==> src/rtl/button_events.sv <==
// Button event decoder: turns a debounced level into press, release,
// click, long-press and auto-repeat pulses, all registered.
module button_events #(
  parameter int LONG_CYCLES   = 100000000,
  parameter int REPEAT_CYCLES = 20000000,
  parameter int CW            = 27
) (
  input  logic i_clk,
  input  logic i_rst,
  input  logic i_clean,
  output logic o_press,
  output logic o_release,
  output logic o_click,
  output logic o_long_press,
  output logic o_repeat,
  output logic o_held
);

  typedef enum logic [1:0] {
    IDLE,
    PRESSED,
    LONG
  } state_t;

  localparam logic [CW-1:0] LC_LAST = CW'(LONG_CYCLES - 1);
  localparam logic [CW-1:0] RC_LAST = CW'(REPEAT_CYCLES - 1);

  state_t        r_state;
  state_t        w_state_nxt;
  logic [CW-1:0] r_cnt;
  logic [CW-1:0] w_cnt_nxt;

  logic r_press, r_release, r_click;
  logic r_long, r_repeat, r_held;
  logic w_press, w_release, w_click;
  logic w_long, w_repeat;

  // Release wins over any count boundary hit in the same cycle.
  always_comb begin
    w_state_nxt = r_state;
    w_cnt_nxt   = r_cnt;
    w_press     = 1'b0;
    w_release   = 1'b0;
    w_click     = 1'b0;
    w_long      = 1'b0;
    w_repeat    = 1'b0;
    unique case (r_state)
      IDLE: begin
        w_cnt_nxt = '0;
        if (i_clean) begin
          w_state_nxt = PRESSED;
          w_press     = 1'b1;
        end
      end
      PRESSED: begin
        if (!i_clean) begin
          w_state_nxt = IDLE;
          w_cnt_nxt   = '0;
          w_release   = 1'b1;
          w_click     = 1'b1;
        end else if (r_cnt == LC_LAST) begin
          w_state_nxt = LONG;
          w_cnt_nxt   = '0;
          w_long      = 1'b1;
        end else begin
          w_cnt_nxt = r_cnt + CW'(1);
        end
      end
      LONG: begin
        if (!i_clean) begin
          w_state_nxt = IDLE;
          w_cnt_nxt   = '0;
          w_release   = 1'b1;
        end else if (r_cnt == RC_LAST) begin
          w_cnt_nxt = '0;
          w_repeat  = 1'b1;
        end else begin
          w_cnt_nxt = r_cnt + CW'(1);
        end
      end
      default: begin
        w_state_nxt = IDLE;
        w_cnt_nxt   = '0;
      end
    endcase
  end

  always_ff @(posedge i_clk or posedge i_rst) begin
    if (i_rst) begin
      r_state   <= IDLE;
      r_cnt     <= '0;
      r_press   <= 1'b0;
      r_release <= 1'b0;
      r_click   <= 1'b0;
      r_long    <= 1'b0;
      r_repeat  <= 1'b0;
      r_held    <= 1'b0;
    end else begin
      r_state   <= w_state_nxt;
      r_cnt     <= w_cnt_nxt;
      r_press   <= w_press;
      r_release <= w_release;
      r_click   <= w_click;
      r_long    <= w_long;
      r_repeat  <= w_repeat;
      r_held    <= (w_state_nxt != IDLE);
    end
  end

  assign o_press      = r_press;
  assign o_release    = r_release;
  assign o_click      = r_click;
  assign o_long_press = r_long;
  assign o_repeat     = r_repeat;
  assign o_held       = r_held;

endmodule

==> config.mk <==
export PLATFORM = sky130hd
export DESIGN_NAME = button_events
export DESIGN_NICKNAME = d
export VERILOG_FILES = /design/src/rtl/button_events.sv
export SDC_FILE = /design/constraint.sdc
export NUM_CORES = 1
export LEC_CHECK = 0
export ABC_CLOCK_PERIOD_IN_PS = 3800
export CAP_MARGIN = 10
export CELL_PAD_IN_SITES_DETAIL_PLACEMENT = 1
export CELL_PAD_IN_SITES_GLOBAL_PLACEMENT = 2
export CORE_MARGIN = 2
export CORE_UTILIZATION = 41
export CTS_BUF_LIST = sky130_fd_sc_hd__clkbuf_16
export DETAILED_ROUTE_END_ITERATION = 16
export PLACE_DENSITY = 0.84
export SETUP_SLACK_MARGIN = 0.5
export SLEW_MARGIN = 20
export SYNTH_ARGS = -nofsm -noshare
export SYNTH_HDL_FRONTEND = slang
export SYNTH_SLANG_ARGS = --single-unit
==> constraint.sdc <==
create_clock -name i_clk -period 3.8 [get_ports i_clk]
set_input_delay 0.95 -clock i_clk [delete_from_list [all_inputs] [get_ports i_clk]]
set_output_delay 0.95 -clock i_clk [all_outputs]
set_load 0.005 [all_outputs]
======== Word level (Yosys, flattened, before mapping) ========
Index checks and enable logic that the tools add are counted.
storage, ports and cells
  register bits after elaboration ......... 35
  input bits .............................. 3
  output and inout port bits .............. 6
  word-level logic and storage cells ...... 37
cells by class
  add/sub/neg operators ................... 1
  eq/ne operators ......................... 4
  multiplexer cells ....................... 21
  reduce and logical (&&, ||, !) cells .... 3
operators with widths
  kind                                                    count
  two-way mux 27 bit                                      4
  one-hot mux 27 bit (2 select lines)                     1
  adder 27 x 1 -> 27 bit (second input constant)          1
  equality test 27 x 25 -> 1 bit (second input constant)  1
  equality test 27 bit (second input constant)            1
  two-way mux 1 bit                                       11
  two-way mux 2 bit                                       4
  one-hot mux 2 bit (3 select lines)                      1
  equality test 2 x 1 -> 1 bit (second input constant)    1
  equality test 2 bit (second input constant)             1
  logical NOT 2 bit                                       1
  nonzero test 2 bit                                      1
  OR reduction 2 bit                                      1

======== Longest topological paths before layout ========
  word-level depth ........................ 5
  mapped depth ............................ 7
  gate-level depth less buffers ........... 6

======== Worst setup path before layout ========
Ideal clock, no wire load.
  path type ............................... input port to flip-flop
  from .................................... in i_clean
  to ...................................... reg r_cnt[14]
  library setup time ...................... 146 ps
  arrival time ............................ 2,111 ps
  data required time ...................... 3,654 ps
  path slack .............................. 1,543 ps
  stages .................................. 6
  buffers on the path ..................... 2
  cells stage by stage .................... clkbuf_1 -> nand2_1 -> a41oi_1 -> o21ai_1 -> clkbuf_1 -> a22oi_1
between the ends
  cells in the longest elaborated chain, start to end .. 2
  elaborated cells between the ends (all ways) .. 3
  those cells by class .................... 3 x mux
ends and longest elaborated chain
  what                                          RTL line  text
  from (decl)                                   10        input logic i_clean,
  two-way mux 27 bit, on equally long branches  70, 56
  one-hot mux 27 bit (2 select lines) (*)       47        unique case (r_state)
  via w_cnt_nxt[14]                             31        logic [CW-1:0] w_cnt_nxt;
  to (signal assigned)                          100       r_cnt <= w_cnt_nxt;
  to (decl)                                     30        logic [CW-1:0] r_cnt;
Mark *: on every way through the listed nets, which the timed path passes. The rest lies on a longest branch.

======== Worst setup path in the final report ========
  from .................................... reg r_cnt[24]
  to ...................................... reg r_cnt[22]
between the ends
  cells in the longest elaborated chain, start to end .. 4
  elaborated cells between the ends (all ways) .. 7
  those cells by class .................... 2 x eq/ne; 5 x mux
ends and longest elaborated chain
  what                                                                           RTL line
  equality test 27 x 25 -> 1 bit / equality test 27 bit (equally long branches)  74, 61
  two-way mux 27 bit, on equally long branches                                   74, 61
  two-way mux 27 bit, on equally long branches                                   70, 56
  one-hot mux 27 bit (2 select lines) (*)                                        47
  via w_cnt_nxt[22]                                                              31
Marked as above.

==> reports/qor.txt <==
Final setup viols: 0
PD cells: 460 mW/mm2
TritonCTS clock tree: built
Top cells by area, synth: dfrtp_1 45%, a22oi_1 4.3%, a21oi_1 3.6%
Initial Util: 43.4%
Die height: 72.6 um
Post-DP HPWL: 3.25 mm
Worst Path Class, Setup: reg -> reg
Hold Slack: 0.518 ns
MaxCap Viol Count: 0
Yosys top cell area share: 45.5%
RSZ-0062 raised after global routing: no
Clock latency on the worst-skew pair: 0.27 ns
Routability-driven placement congestion ratio: 0.881
Worst Setup SP: r_cnt[24]$_DFF_PP0_
Startpoint type of the worst setup path: flip-flop
Clk root buf: clkbuf_16
GRT Total Usage: 20.2%
# IOs: 9
FF+latch count, synth: 35
Vias after detailed routing: 1,611
DRT Pass-1 Iters: 4
Worst hold path depth: 1
Vias in the first global route: 1,688
Slack of the critical path: 1.09 ns
Die W: 72.6 um
Reg2Reg Setup Slack: 1.09 ns
Placed Area: 0.00204 mm2
Slew Viols, Final: 0
CP max stage delay: 0.92 ns
Layout net count: 212
Fin. Hold Viols: 0
Initial antenna violation count: 0
Clock-pin slew on the worst setup and hold paths: 0.06 ns
Clk sink count: 35
Most used DFF post-synth: dfrtp_1
Cell variety after synth: 41
Post-route ant nets: 0
Max Fclk: 369 MHz
1st-iter DRT viols: 110
Final worst-path cycle share: 71.3%
Port Buffers: 8
Core Rows: 24
DRC: 0
Largest net degree at the start of global routing: 36
Seq/Total Area, Yosys: 45.5%
Hold Path End: r_cnt[0]$_DFF_PP0_
Post-CTS Hold Fix Bufs: 0
Placement Setup Slack: 0.792 ns
Hold Path Class: reg -> reg
Postcts setup bufs: 0
Global-route wire length before repair: 8.27 mm
RR Endpoint: r_cnt[22]$_DFF_PP0_
Post-Syn Area: 0.00193 mm2
R2R Path Start: r_cnt[24]$_DFF_PP0_
Yosys warns: 0
Routed vias/inst: 6.27
Worst-Margin Slew: 1.04 ns
Slowest CP cell: a221o_1
GRT overflow: 0
Avg WL per Cell: 17.9 um
Drt total wl: 4.60 mm
Final Skew: 0.00926 ns
Leak: 0.842 nW
Filler cell count: 500
Crit path DAT: 2.81 ns
Post-Layout Inst Area: 0.00217 mm2
DIE AREA: 0.00526 mm2
Post-synth EDFFs: 0
Critical Path RT: 3.91 ns
Core Area: 0.00444 mm2
CTS Buf Count: 5
VDD IR max: 0.277 mV
Worst-path cell chain: or4bb_1 > nor4_2 > a221o_1 > a22oi_1
Mapped Cells: 196
Diode count: 0
Mapped Nets: 204
Cell taking the most area after synthesis: dfrtp_1
Outcome: completed
Layout Area Growth over Synthesis: 12.8%
Critical path fanouts, max: 27
Setup TNS: 0 ns
Ys async rst share: 100%
Rel. slew slack: 30.4%
# resized after CTS: 0
H-tree Lvls: 2
Final core utilization: 48.9%
Crit. End Element: flip-flop
R2R cell count: 4
Max Buffers Root-to-Sink: 2
HP Start: r_cnt[0]$_DFF_PP0_
Mean Syn Cell Area: 9.83 um2
Layout cells sized above 1: 8.78%
Final min period: 2.71 ns
## state kept, by name (all words and copies together), names as in the netlist
name	cells
o_held	1
r_state	2
o_click	1
o_long_press	1
o_press	1
o_release	1
r_cnt	27
o_repeat	1
## synthesized netlist by cell type, types with 3 or more instances
cell / instances
o31ai_1: 4
ha_1: 5
nor3_1: 6
or3_1: 10
inv_1: 8
nand4_1: 10
dfrtp_1: 35
o21ai_0: 9
nand2_1: 12
or4_1: 5
xnor2_1: 6
nand3_1: 7
xor2_1: 7
clkbuf_1: 3
a22oi_1: 11
a21oi_1: 14
nor4_1: 3
buf_2: 4
nor2_1: 7
## report_power, final
part           internal [W]  leakage (nW)  switching [W]  total [W]
sequential         0.000402         0.480      0.0000221   0.000424
clock              0.000235        0.0701       0.000140   0.000376
combinational     0.0000818         0.292       0.000117   0.000199
## per-stage QoR
| stage | instances | power (W) |
|---|---|---|
| global placement | 249 | 0.000622 |
| finish | 257 | 0.000999 |
| CTS | 257 | 0.00101 |
| global route | 257 | 0.00105 |
| floorplan | 196 | 0.000561 |
| detailed placement | 249 | 0.000632 |
## cells in the final DEF (no fill, tap or decap), drive strengths merged, types with 2 or more instances in the layout
cell           instances
and3                   2
a21o                   2
nand2                 12
nor3                   6
a21oi                 14
nand4                 12
or4                    6
xnor2                  6
ha                     5
dfrtp                 35
nor4                   4
inv                    9
nand3                  7
buf                    2
nor2                   7
clkbuf                 5
xor2                   7
or2                    2
a22oi                 13
or3                   10
or4bb                  2
and4                   3
clkinv                 2
o21ai                 10
nor2b                  2
clkdlybuf4s50          8
o31ai                  4
## metal layers
layer | part of all wire (%) | track usage, % | vias to the layer above
li1 | - | - | 747
met1 | 47 | 28.2 | 829
met2 | 48 | 31.6 | 30
met3 | 3.3 | 4.58 | 5
met4 | 0.96 | 5.56 | 0
met5 | 0 | 0 | -
## cell type report
class | instances | area, um2 | area share, %
Multi-Input combinational cell | 144 | 971 | 44.7
Timing Repair Buffer | 10 | 95.1 | 4.38
Clock inverter | 3 | 11.3 | 0.518
Inverter | 8 | 30.0 | 1.38
Tap cell | 52 | 65.1 | 2.99
Sequential cell | 35 | 876 | 40.3
Clock buffer | 5 | 125 | 5.76
## cell families (layout without fill, tap and decap cells)
| logic type | Yosys count | count (layout) | synth area share, % |
|---|---|---|---|
| buffers and inverters | 17 | 26 | 4.16 |
| and+or+nand+nor | 77 | 77 | 24.4 |
| AOI/OAI and AO/OA | 49 | 49 | 16.8 |
| DFF | 35 | 35 | 45.5 |
| adders and majority gates | 5 | 5 | 3.25 |
| xor gates and xnor gates | 13 | 13 | 5.91 |
## worst max path at each step
stage	cells past startpoint	end	slack, ns
floorplan	6	r_cnt[14]$_DFF_PP0_	1.54
global placement	4	r_cnt[22]$_DFF_PP0_	0.91
detailed placement	4	r_cnt[22]$_DFF_PP0_	0.79
CTS	4	r_cnt[22]$_DFF_PP0_	1.07
global route	5	r_cnt[14]$_DFF_PP0_	0.89
finish	4	r_cnt[22]$_DFF_PP0_	1.09
## worst max-delay path, delay by kind of cell (launching register included)
kind / cells / cell delay [ns]
compound gates: 2 / 1.15
simple gates: 2 / 0.96
flops: 1 / 0.42
Note: power is estimated with default switching activity, not from simulation.
